<file path="config.mk">
export PLATFORM = sky130hd
export DESIGN_NAME = grf_scoreboard
export DESIGN_NICKNAME = d
export VERILOG_FILES = /design/src/rtl/grf_scoreboard.sv
export SDC_FILE = /design/constraint.sdc
export NUM_CORES = 1
export LEC_CHECK = 0
export CAP_MARGIN = 20
export CELL_PAD_IN_SITES_DETAIL_PLACEMENT = 0
export CELL_PAD_IN_SITES_GLOBAL_PLACEMENT = 1
export CORE_AREA = 2 2 143 145
export DETAILED_ROUTE_END_ITERATION = 12
export DIE_AREA = 0 0 145 147
export HOLD_SLACK_MARGIN = 0.03
export PLACE_DENSITY_LB_ADDON = 0.1
export SLEW_MARGIN = 20
export SYNTH_ARGS = -nofsm -noshare
export SYNTH_HDL_FRONTEND = slang
export SYNTH_SLANG_ARGS = --single-unit
</file>
<file path="constraint.sdc">
create_clock -name clk -period 8.45 [get_ports clk]
set_clock_uncertainty 0.1 [all_clocks]
set_input_delay 1.2675 -clock clk [delete_from_list [all_inputs] [get_ports clk]]
set_output_delay 1.2675 -clock clk [all_outputs]
set_load 0.03 [all_outputs]
</file>
<file path="src/rtl/grf_scoreboard.sv">
// Register-file hazard scoreboard: tracks in-flight GRF writers, stalls decode on
// unresolved RAW hazards and selects the forwarding stage for each source.
module grf_scoreboard #(
  parameter int COMMIT_DIST = 3
) (
  input  logic        clk,
  input  logic        reset,
  input  logic        issue_valid,
  input  logic        issue_we,
  input  logic [4:0]  issue_rd,
  input  logic [1:0]  issue_tnew,
  input  logic [4:0]  rs,
  input  logic [4:0]  rt,
  input  logic [1:0]  tuse_rs,
  input  logic [1:0]  tuse_rt,
  output logic        stall,
  output logic [1:0]  fwd_rs,
  output logic [1:0]  fwd_rt,
  output logic [31:0] stall_count
);

  localparam logic [1:0] COMMIT_LD = 2'(COMMIT_DIST);

  logic [1:0]  commit_cnt [32];
  logic [1:0]  ready_cnt  [32];
  logic [31:0] stall_cnt_q;
  logic        haz_rs;
  logic        haz_rt;
  logic        accepted;
  logic        load_en;

  function automatic logic [1:0] dec_sat(input logic [1:0] v);
    return (v == 2'd0) ? 2'd0 : v - 2'd1;
  endfunction

  function automatic logic [31:0] inc_sat(input logic [31:0] v);
    return (v == 32'hFFFF_FFFF) ? v : v + 32'd1;
  endfunction

  // Distance travelled since issue maps directly onto the E/M/W forwarding select.
  function automatic logic [1:0] fwd_sel(input logic [4:0] r, input logic [1:0] cc);
    if (r == 5'd0 || cc == 2'd0) return 2'd0;
    return 2'(COMMIT_DIST + 1 - int'(cc));
  endfunction

  // Hazards are judged only against already-registered state, so stall never loops
  // back through the issue path.
  always_comb begin
    haz_rs = 1'b0;
    haz_rt = 1'b0;
    if (rs != 5'd0 && tuse_rs != 2'd3 && commit_cnt[rs] != 2'd0 && ready_cnt[rs] > tuse_rs)
      haz_rs = 1'b1;
    if (rt != 5'd0 && tuse_rt != 2'd3 && commit_cnt[rt] != 2'd0 && ready_cnt[rt] > tuse_rt)
      haz_rt = 1'b1;
  end

  assign stall       = haz_rs | haz_rt;
  assign accepted    = issue_valid & ~stall;
  assign load_en     = accepted & issue_we & (issue_rd != 5'd0);
  assign fwd_rs      = fwd_sel(rs, commit_cnt[rs]);
  assign fwd_rt      = fwd_sel(rt, commit_cnt[rt]);
  assign stall_count = stall_cnt_q;

  // Entry 0 is never loaded, so it stays idle from reset onward.
  always_ff @(posedge clk) begin
    if (reset) begin
      for (int i = 0; i < 32; i++) begin
        commit_cnt[i] <= 2'd0;
        ready_cnt[i]  <= 2'd0;
      end
      stall_cnt_q <= 32'd0;
    end else begin
      for (int i = 0; i < 32; i++) begin
        if (load_en && issue_rd == 5'(i)) begin
          commit_cnt[i] <= COMMIT_LD;
          ready_cnt[i]  <= issue_tnew;
        end else begin
          commit_cnt[i] <= dec_sat(commit_cnt[i]);
          ready_cnt[i]  <= dec_sat(ready_cnt[i]);
        end
      end
      if (stall) stall_cnt_q <= inc_sat(stall_cnt_q);
    end
  end

endmodule

</file>
### Word-level counts from Yosys, hierarchy flattened

Memories as Yosys holds them, arrays and structs flattened.
Index checks and enable logic that the tools add are counted.

* add/subtract/negate cells: 67
* multipliers: 0
* div/mod/pow operators: 0
* $lt $le $gt $ge: 2
* equality and inequality tests: 34
* shift-type cells: 0
* multiplexer cells: 394
* bitwise gates (word level): 134
* reductions and logical operators: 115

Operator list (count)
* $mux W2: 196
* $mux W1: 198
* $logic_not A2 Y1: 66
* $or A1 B1 Y1: 129
* $sub A2 B1 Y2 const B: 64
* $eq A5 B5 Y1 const B: 16
* $eq A5 B4 Y1 const B: 8
* $logic_and A1 B1 Y1: 38
* $add A32 B1 Y32 const B: 1
* $eq A32 B32 Y1 const B: 1
* $eq A5 B3 Y1 const B: 4
* $logic_not A5 Y1: 3
* $reduce_bool A5 Y1: 3
* $eq A5 B2 Y1 const B: 2
* $eq A5 B1 Y1 const B: 1
* $gt A2 B2 Y1: 2
* $ne A2 B2 Y1 const B: 2
* $reduce_bool A2 Y1: 2
* $sub A1 B2 Y2 const A: 2
* $and A1 B1 Y1: 3
* $logic_or A1 B1 Y1: 2
* $not A1 Y1: 2
* $reduce_and A2 Y1: 1

* register bits after elaboration: 32
* bits in latches: 0
* RAM bits: 128
* memory bits (read-only): 0
* bits of input ports: 25
* output and inout bits: 37
* logic and storage cells: 749
* memories: 2

Memories
* commit_cnt: words 32, width 2, read ports 34, clocked after memory_dff 0, wr ports 32, RTL line 24 `logic [1:0] commit_cnt [32];`
* ready_cnt: words 32, width 2, read ports 34, clocked after memory_dff 0, wr ports 32, RTL line 25 `logic [1:0] ready_cnt [32];`

### Longest topological paths before layout

Gate-level depths: netlist (run 1).

* word-level depth: 16
* gate-level depth with buffers: 20
* mapped depth without buffers: 14

### Worst setup path before layout (run 1)

OpenSTA, ideal clock, no wires.

* path kind: input to output
* from: input port rt[0]
* to: output port stall
* arrival: 4008 ps
* required time: 7082 ps
* path slack: 3075 ps
* stages: 14
* buffers on the path: 6
* path through: buf_2 -> buf_4 -> buf_2 -> mux4_2 -> o22ai_1 -> o31ai_1 -> ha_1 -> a22oi_1 -> o21ai_0 -> o22a_1 -> buf_6 -> clkinv_8 -> buf_6 -> buf_2

* word-level cells in the longest chain between the ends: 6
* elaborated cells between the ends (all ways): 10
* those cells by class: order compare (1); mux (1); bitwise (1); reduce/logical (5); memory (2)

Ends and longest elaborated chain
* start: declaration: RTL line 13 `input logic [4:0] rt,`
* parallel branches: the longest is 3 deep, another holds $mem_v2 Z32 W2
* $logic_and A1 B1 Y1 (*): RTL line 53 `if (rt != 5'd0 && tuse_rt != 2'd3 && commit_cnt[rt] != 2'd0 && ready_cnt[rt] > tuse_rt)`
* $mux W1 (*): RTL line 53
* $or A1 B1 Y1 (*): RTL line 57 `assign stall = haz_rs | haz_rt;`
* end: declaration: RTL line 16 `output logic stall,`

Mark *: on every way between the ends.

### Worst setup path after layout (run 1)

* from: input port rs[1]
* to: output port stall

* word-level cells in the longest chain between the ends: 6
* elaborated cells between the ends (all ways): 10
* those cells by class: order compare (1); mux (1); bitwise (1); reduce/logical (5); memory (2)

Ends and longest elaborated chain
* start: declaration: RTL line 12 `input logic [4:0] rs,`
* parallel branches: the longest is 3 deep, another holds $mem_v2 Z32 W2
* $logic_and A1 B1 Y1 (*): RTL line 51 `if (rs != 5'd0 && tuse_rs != 2'd3 && commit_cnt[rs] != 2'd0 && ready_cnt[rs] > tuse_rs)`
* $mux W1 (*): RTL line 51
* $or A1 B1 Y1 (*): RTL line 57

Marked as above.

==> summary.md, run 1 <==
| Metric | Value |
|---|---|
| Status | complete, no violations |
| Via Count | between 8k and 9k |
| R2r worst-path depth | 12 |
| RSZ-0062 raised after global routing | no |
| Die height | around 150 um |
| Root Driver | clkbuf_16 |
| Final Worst Setup Slack | around 1700 ps |
| Routed WL | ~28,000 um |
| Initial antenna violation count | 0 |
| Fin. max-slew vios | 0 |
| Sw Pwr | about 0.00058 W |
| Sequential element share of the synthesized area | 44.4% |
| Clock Sinks | 160 |
| Reg2reg end | commit_cnt[28][0] |
| Die area | 21,300 sq um |
| Die W | approximately 150 um |
| Final Hold Viols | 0 |
| PortBufs | between 60 and 70 |
| Worst-Margin Slew | slightly above 1000 ps |
| Diodes inserted | 0 |
| Net Sw Frac | 29.0% |
| Gr ovfl total | 0 |
| Hold Path Class | register to register |
| Num rows | between 50 and 60 |
| Worst setup SP type | primary input |
| DRC | 0 |
| Period minus WS final | 6750 ps |
| CTS tree | done |
| Cell variety after synth | 57 |
| Placed wire-length estimate | 19,900 um |
| Primary FF master, synth | edfxtp_1 |
| Worst r2r src | ready_cnt[31][1] |
| Post-Route Setup TNS | 0 ps |
| Largest stage delay, worst path | between 900 and 1000 ps |
| Placeable Area | 19,800 sq um |
| Yosys reg bits | 160 |
| TritonRoute pass-1 iters | 5 |
| Commonest non-fill, non-tap cells in the layout | a21oi_1 (138), edfxtp_1 (128), conb_1 (128) |
| WP data required | between 7000 and 8000 ps |
| Total GRT Usage | 26.8% |
| Max Cap Viol | 0 |
| DRT iter0 DRCs | roughly 870 |
| Critical Path, Cell by Cell | clkdlybuf4s50_1 > buf_4 > mux4_2 > mux4_2 > mux2i_1 > ha_1 > a22oi_1 > o21ai_0 > o22a_1 > clkinv_8 > clkdlybuf4s50_1 |
| Final setup fails | 0 |
| Hold buffer count at cts | 0 |
| WL/cell | about 20 um |
| Ys async rst share | 0% |
| Syn Area/Cell | ~11 sq um |
| Commonest non-fill, non-tap cell in the layout | a21oi_1 |
| FILL cells | ~1.7k |
| Post-CTS setup buffers | 0 |
| Hold_sp | stall_count[29] |
| FF-to-FF setup slack | slightly above 4000 ps |
| Fmax | 148 MHz |
| Leak pwr | roughly 4.1 nW |
| Final period util | between 70% and 80% |
| Synth area leader | edfxtp_1 |
| Crit path kind | primary input to output pin |
| CTS buffer count | 17 |
| Flop pwr share | 46.5% |
| GP Congestion | a little under 0.9 |
| CP Data Arrival Time | approximately 5400 ps |
| Share of layout cells above drive strength 1 | a little under an eighth |
| Vias in the first global route | approximately 7.8k |
| Synthesized area | 10,100 sq um |
| Multi-input gate area | 5710 sq um |
| Depth of the CTS H-tree | 4 |
| Synth top area cells | edfxtp_1 (38%), mux4_2 (12%), a21oi_1 (6.8%) |
| Clk buf depth | 2 |
| CP endpoint | stall |
| Pre-CTS WS | 1730 ps |
| Total power divided by cell area | 169 nW/um^2 |
| Crit end category | output pin |
| Area share of the largest cell type after synthesis | a little under two fifths |
| Sequential Area | 4480 sq um |
| Detail Route Antenna Nets | 0 |
| Worst slew margin | a little under a third |
| Clk network pwr share | a little under two fifths |
| Largest net degree at the start of global routing | 68 |
| Crit Path Max Fanout | a little over 50 |
| Internal power | roughly 0.0014 W |
| Area delta synth->final | 17.1% |
| Ys Warns | 0 |
| Peak supply drop | about 0.15 mV |
| Post-CTS resize count | 0 |
| CP Launch Point | rs[1] |
| Post-synth EDFFs | about 130 |
| Comb pwr share | about 16% |
| Reg clk slew, reported paths | about 70 ps |
| I/O pin count | 62 |
| Mapped Cells | between 900 and 1k |
| Clk Latency, worst-skew pair | 430 ps |
| Initial Util | slightly above 50% |
| First-pass GRT wire length | 44,200 um |
| Final net count | approximately 1.1k |
| Via density | about 6 |
| Slowest-stage cell, CP | clkdlybuf4s50_1 |
[stage by stage]
step	utilization (%)	hold WS (ps)	area, sq um	power (W)	instances
2_1_floorplan	-	466	10600	0.00116	1082
3_3_place_gp	56.8	420	11300	0.00126	1359
3_5_place_dp	56.8	427	11300	0.00126	1359
4_1_cts	59.6	440	11800	0.00200	1391
5_1_grt	59.6	480	11800	0.00207	1391
6_report	59.6	442	11800	0.00200	1391
[logic make-up (layout without fill, tap and decap cells)]
kind of cell / count (synthesis) / count (layout) / share of synthesized area, %
AO/OA/AOI/OAI: 193 / 193 / 10.8
XOR/XNOR: 23 / 23 / 1.99
adder cells (fa/ha/maj): 7 / 7 / 0.867
buffers and inverters: 82 / 121 / 3.81
flip-flops: 160 / 160 / 44.4
multiplexers: 99 / 99 / 16.7
other: 1 / 128 / 0.0371
AND/OR/NAND/NOR: 390 / 390 / 21.4
[cells in the mapped netlist, types with 6 or more instances]
library cell and n:
xor2_1 16, o22ai_1 7, a21oi_1 138, xnor2_1 7, nand4_1 19, buf_2 10
mux4_2 55, nor2b_1 15, buf_4 6, nand2b_1 32, o221ai_1 10, edfxtp_1 128
ha_1 7, nand3b_1 25, mux2_2 8, and3_1 9, nor3_1 15, nor2_1 65
or3_1 15, inv_1 18, mux2i_1 35, nand3_1 82, dfxtp_1 32, nand2_1 68
clkbuf_1 42, o21ai_0 20
[power groups by stage]
stage	Sequential, W	Combinational, W	Clock (W)
after global placement	0.000947	0.000309	0
final	0.000932	0.000314	0.000756
after global routing	0.000936	0.000343	0.000794
after detailed placement	0.000948	0.000312	0
after floorplan	0.000932	0.000232	0
after CTS	0.000930	0.000312	0.000760
[sequential cells by signal (all words and copies together), names as in the netlist]
register,count
stall_count,32
commit_cnt,64
ready_cnt,64
[worst max-delay path, delay by kind of cell]
kind,cells,cell delay (ps)
buffers and inverters,4,2280
AOI/OAI and AO/OA,3,570
adders and majority gates,1,250
muxes,3,970
[worst min path at each step]
stage / to / cells past startpoint
after floorplan: commit_cnt[0][0] / 1
after global placement: stall_count[25] / 2
after detailed placement: stall_count[25] / 2
after CTS: stall_count[25] / 2
after global routing: stall_count[29] / 2
final: stall_count[29] / 2
[area by class of cell]
cell class	instances	share of cell area, %
Clock inverter	14	1.11
Sequential cell	160	37.9
Inverter	19	0.708
Tap cell	270	2.85
Timing Repair Buffer	70	5.54
Multi-Input combinational cell	840	48.3
Clock buffer	18	3.63
[metal layers]
layer	track usage, %	wire (um)	vias to the layer above
met4	7.28	358	0
met3	5.12	2240	24
li1	-	-	3820
met1	39.5	12500	3959
met5	0	0	-
met2	40.7	12600	305
(Power assumes the default switching activity.)
==> run 2: changes to the inputs <==
--- a/config.mk
+++ b/config.mk
@@ -8,9 +8,9 @@
 export CAP_MARGIN = 20
 export CELL_PAD_IN_SITES_DETAIL_PLACEMENT = 0
 export CELL_PAD_IN_SITES_GLOBAL_PLACEMENT = 1
-export CORE_AREA = 2 2 143 145
+export CORE_AREA = 2 2 155 157
 export DETAILED_ROUTE_END_ITERATION = 12
-export DIE_AREA = 0 0 145 147
+export DIE_AREA = 0 0 157 159
 export HOLD_SLACK_MARGIN = 0.03
 export PLACE_DENSITY_LB_ADDON = 0.1
 export SLEW_MARGIN = 20
==> constraint.sdc (replaced) <==
create_clock -name clk -period 5.8 [get_ports clk]
set_clock_uncertainty 0.1 [all_clocks]
set_input_delay 0.87 -clock clk [delete_from_list [all_inputs] [get_ports clk]]
set_output_delay 0.87 -clock clk [all_outputs]
set_load 0.03 [all_outputs]
==> run 2 against run 1 <==
  * Cell count up 4.1%
  * Critical path type unchanged
  * Total power grew 49%
  * Largest power group unchanged
  * Sequential share of layout area fell by 0.64 points
  * Highest routed layer unchanged
  * Critical path depth is 2 higher
==> summary.md, run 2 (synthesis results as in run 1) <==
| Metric | Value |
|---|---|
| CTS buffer count | 17 (unchanged) |
| Status | complete, no violations |
| Final setup fails | 0 (unchanged) |
| Critical Path, Cell by Cell | clkdlybuf4s50_1 > buf_4 > nor2_1 > a21oi_1 > o21ai_0 > o22ai_1 > o31ai_1 > ha_1 > nor2b_1 > o21ai_0 > o22a_1 > clkinv_8 > clkdlybuf4s50_1 |
| Worst slew margin | 28.0% (-4.0 points) |
| Placeable Area | 23,200 sq um (+17%) |
| Vias in the first global route | 7,579 (-2.3%) |
| Multi-input gate area | 5710 sq um (unchanged) |
| Largest stage delay, worst path | 630 ps (-310 ps) |
| Crit end category | output pin |
| Leak pwr | 4.19 nW (+1.9%) |
| Sequential Area | 4480 sq um (unchanged) |
| Worst setup SP type | primary input |
| Internal power | 0.00210 W (+48%) |
| Via Count | 8,066 (-0.52%) |
| Total power divided by cell area | 248 nW/um^2 (+47%) |
| Comb pwr share | 15.9% (+0.2 points) |
| Area delta synth->final | 19.1% |
| Detail Route Antenna Nets | 0 (unchanged) |
| PortBufs | 61 (unchanged) |
| First-pass GRT wire length | 44,600 um (+0.90%) |
| Clock Sinks | 160 (unchanged) |
| Final net count | 1,148 (+0.70%) |
| DRC | 0 (unchanged) |
| Num rows | 56 (+7.7%) |
| Diodes inserted | 0 (unchanged) |
| Commonest non-fill, non-tap cell in the layout | a21oi_1 |
| Initial Util | 43.6% (-7.4 points) |
| Hold Path Class | register to register |
| Peak supply drop | 0.217 mV (+48%) |
| WL/cell | 19.8 um (-0.77%) |
| CTS tree | done |
| WP data required | 4830 ps (-2250 ps) |
| Post-CTS resize count | 0 (unchanged) |
| Depth of the CTS H-tree | 4 (unchanged) |
| Routed WL | 28,700 um (+3.3%) |
| Placed wire-length estimate | 20,700 um (+3.8%) |
| Clk Latency, worst-skew pair | 440 ps (about the same) |
| Sw Pwr | 0.000895 W (+54%) |
| GP Congestion | 0.800 (-8.2%) |
| Max Cap Viol | 0 (unchanged) |
| DRT iter0 DRCs | 762 (-12%) |
| FILL cells | 2,178 (+25%) |
| Net Sw Frac | 29.9% (+0.88 points) |
| Final period util | ~95% |
| Total power | 0.00299 W (+49%) |
| FF-to-FF setup slack | 1610 ps (-2520 ps) |
| Flop pwr share | 45.2% (-1.3 points) |
| Post-Route Setup TNS | 0 ps (unchanged) |
| Root Driver | clkbuf_16 |
| Slowest-stage cell, CP | clkdlybuf4s50_1 |
| Post-CTS setup buffers | 0 (unchanged) |
| Largest net degree at the start of global routing | 96 (+41%) |
| I/O pin count | 62 (unchanged) |
| Share of layout cells above drive strength 1 | 12.0% (+0.72 points) |
| Clk network pwr share | 38.9% (+1.1 points) |
| Reg clk slew, reported paths | 60 ps (about the same) |
| Placed cell count | 1,416 (+4.2%) |
| Crit path kind | primary input to output pin |
| CP Data Arrival Time | 4520 ps (-870 ps) |
| Die area | 25,000 sq um (+17%) |
| TritonRoute pass-1 iters | 5 (unchanged) |
| Fmax | 182 MHz |
| Total GRT Usage | 23.6% (-3.2 points) |
| RSZ-0062 raised after global routing | no |
| Period minus WS final | ~5500 ps |
| Die height | 159 um (+8.2%) |
| Commonest non-fill, non-tap cells in the layout | a21oi_1 (138), edfxtp_1 (128), conb_1 (128) |
| Worst-Margin Slew | 1080 ps (+57.8 ps) |
| Clk buf depth | 2 (unchanged) |
| Gr ovfl total | 0 (unchanged) |
| Final Hold Viols | 0 (unchanged) |
| Non-Filler Instances | 1,448 (+4.1%) |
| Die W | 157 um (+8.3%) |
| Crit Path Max Fanout | 11 (-78%) |
| Fin. max-slew vios | 0 (unchanged) |
| Via density | 5.57 (-4.4%) |
| Hold buffer count at cts | 0 (unchanged) |
| Initial antenna violation count | 0 (unchanged) |
run 2: cell types whose count changed in the layout (fill, tap and decap cells not counted):
cell	change
buf_4	+5
inv_8	+4
buf_12	+3
buf_2	-2
clkdlybuf4s50_1	+2
clkinv_1	-2
clkinvlp_4	-2
clkbuf_1	-1
clkinv_4	+1
clkinv_8	+1
inv_6	-1
run 2: per-stage QoR:
stage          util [%]  area [sq um]  worst slack (ps)  hold slack (ps)
2_1_floorplan         -         10600              1220              466
3_3_place_gp       49.3         11400               358              421
3_5_place_dp       49.3         11400               346              427
4_1_cts            51.9         12000               333              437
5_1_grt            51.9         12000               152              461
6_report           51.9         12000               307              442
run 2: worst paths after layout:
| kind | start | cells after the start | to |
|---|---|---|---|
| worst max-delay path | rt[2] | 13 | stall |
| worst min-delay path | stall_count[25] | 2 | stall_count[25] |
| worst max register to register | ready_cnt[4][0] | 12 | stall_count[21] |
| worst min register to register | stall_count[25] | 2 | stall_count[25] |
run 2: critical path: cells and delay by family:
kind            cells  cell delay [ps]
compound gates      6             1220
fa+ha+maj           1              280
buf+inv             4             1690
simple gates        2              450
run 2: area by class of cell:
cell class / count / area share, %
clock inverter: 15 / 1.41
multi-input combinational: 840 / 47.5
inverter: 19 / 0.696
sequential: 160 / 37.2
tap: 319 / 3.31
timing repair buffer: 78 / 6.34
clock buffer: 17 / 3.53
run 2: layer usage:
| metal | share of wire, % | global-route usage [%] |
|---|---|---|
| met2 | 45 | 35.1 |
| met3 | 6.2 | 3.70 |
| met4 | 1.3 | 5.46 |
| met1 | 47 | 36.1 |
| met5 | 0 | 0 |
run 2: power by group through the flow:
| stage | combinational (W) | clock (W) | sequential (W) |
|---|---|---|---|
| 2_1_floorplan | 0.000338 | 0 | 0.00136 |
| 3_3_place_gp | 0.000470 | 0 | 0.00137 |
| 3_5_place_dp | 0.000474 | 0 | 0.00138 |
| 4_1_cts | 0.000476 | 0.00118 | 0.00135 |
| 5_1_grt | 0.000518 | 0.00123 | 0.00136 |
| 6_report | 0.000477 | 0.00116 | 0.00135 |
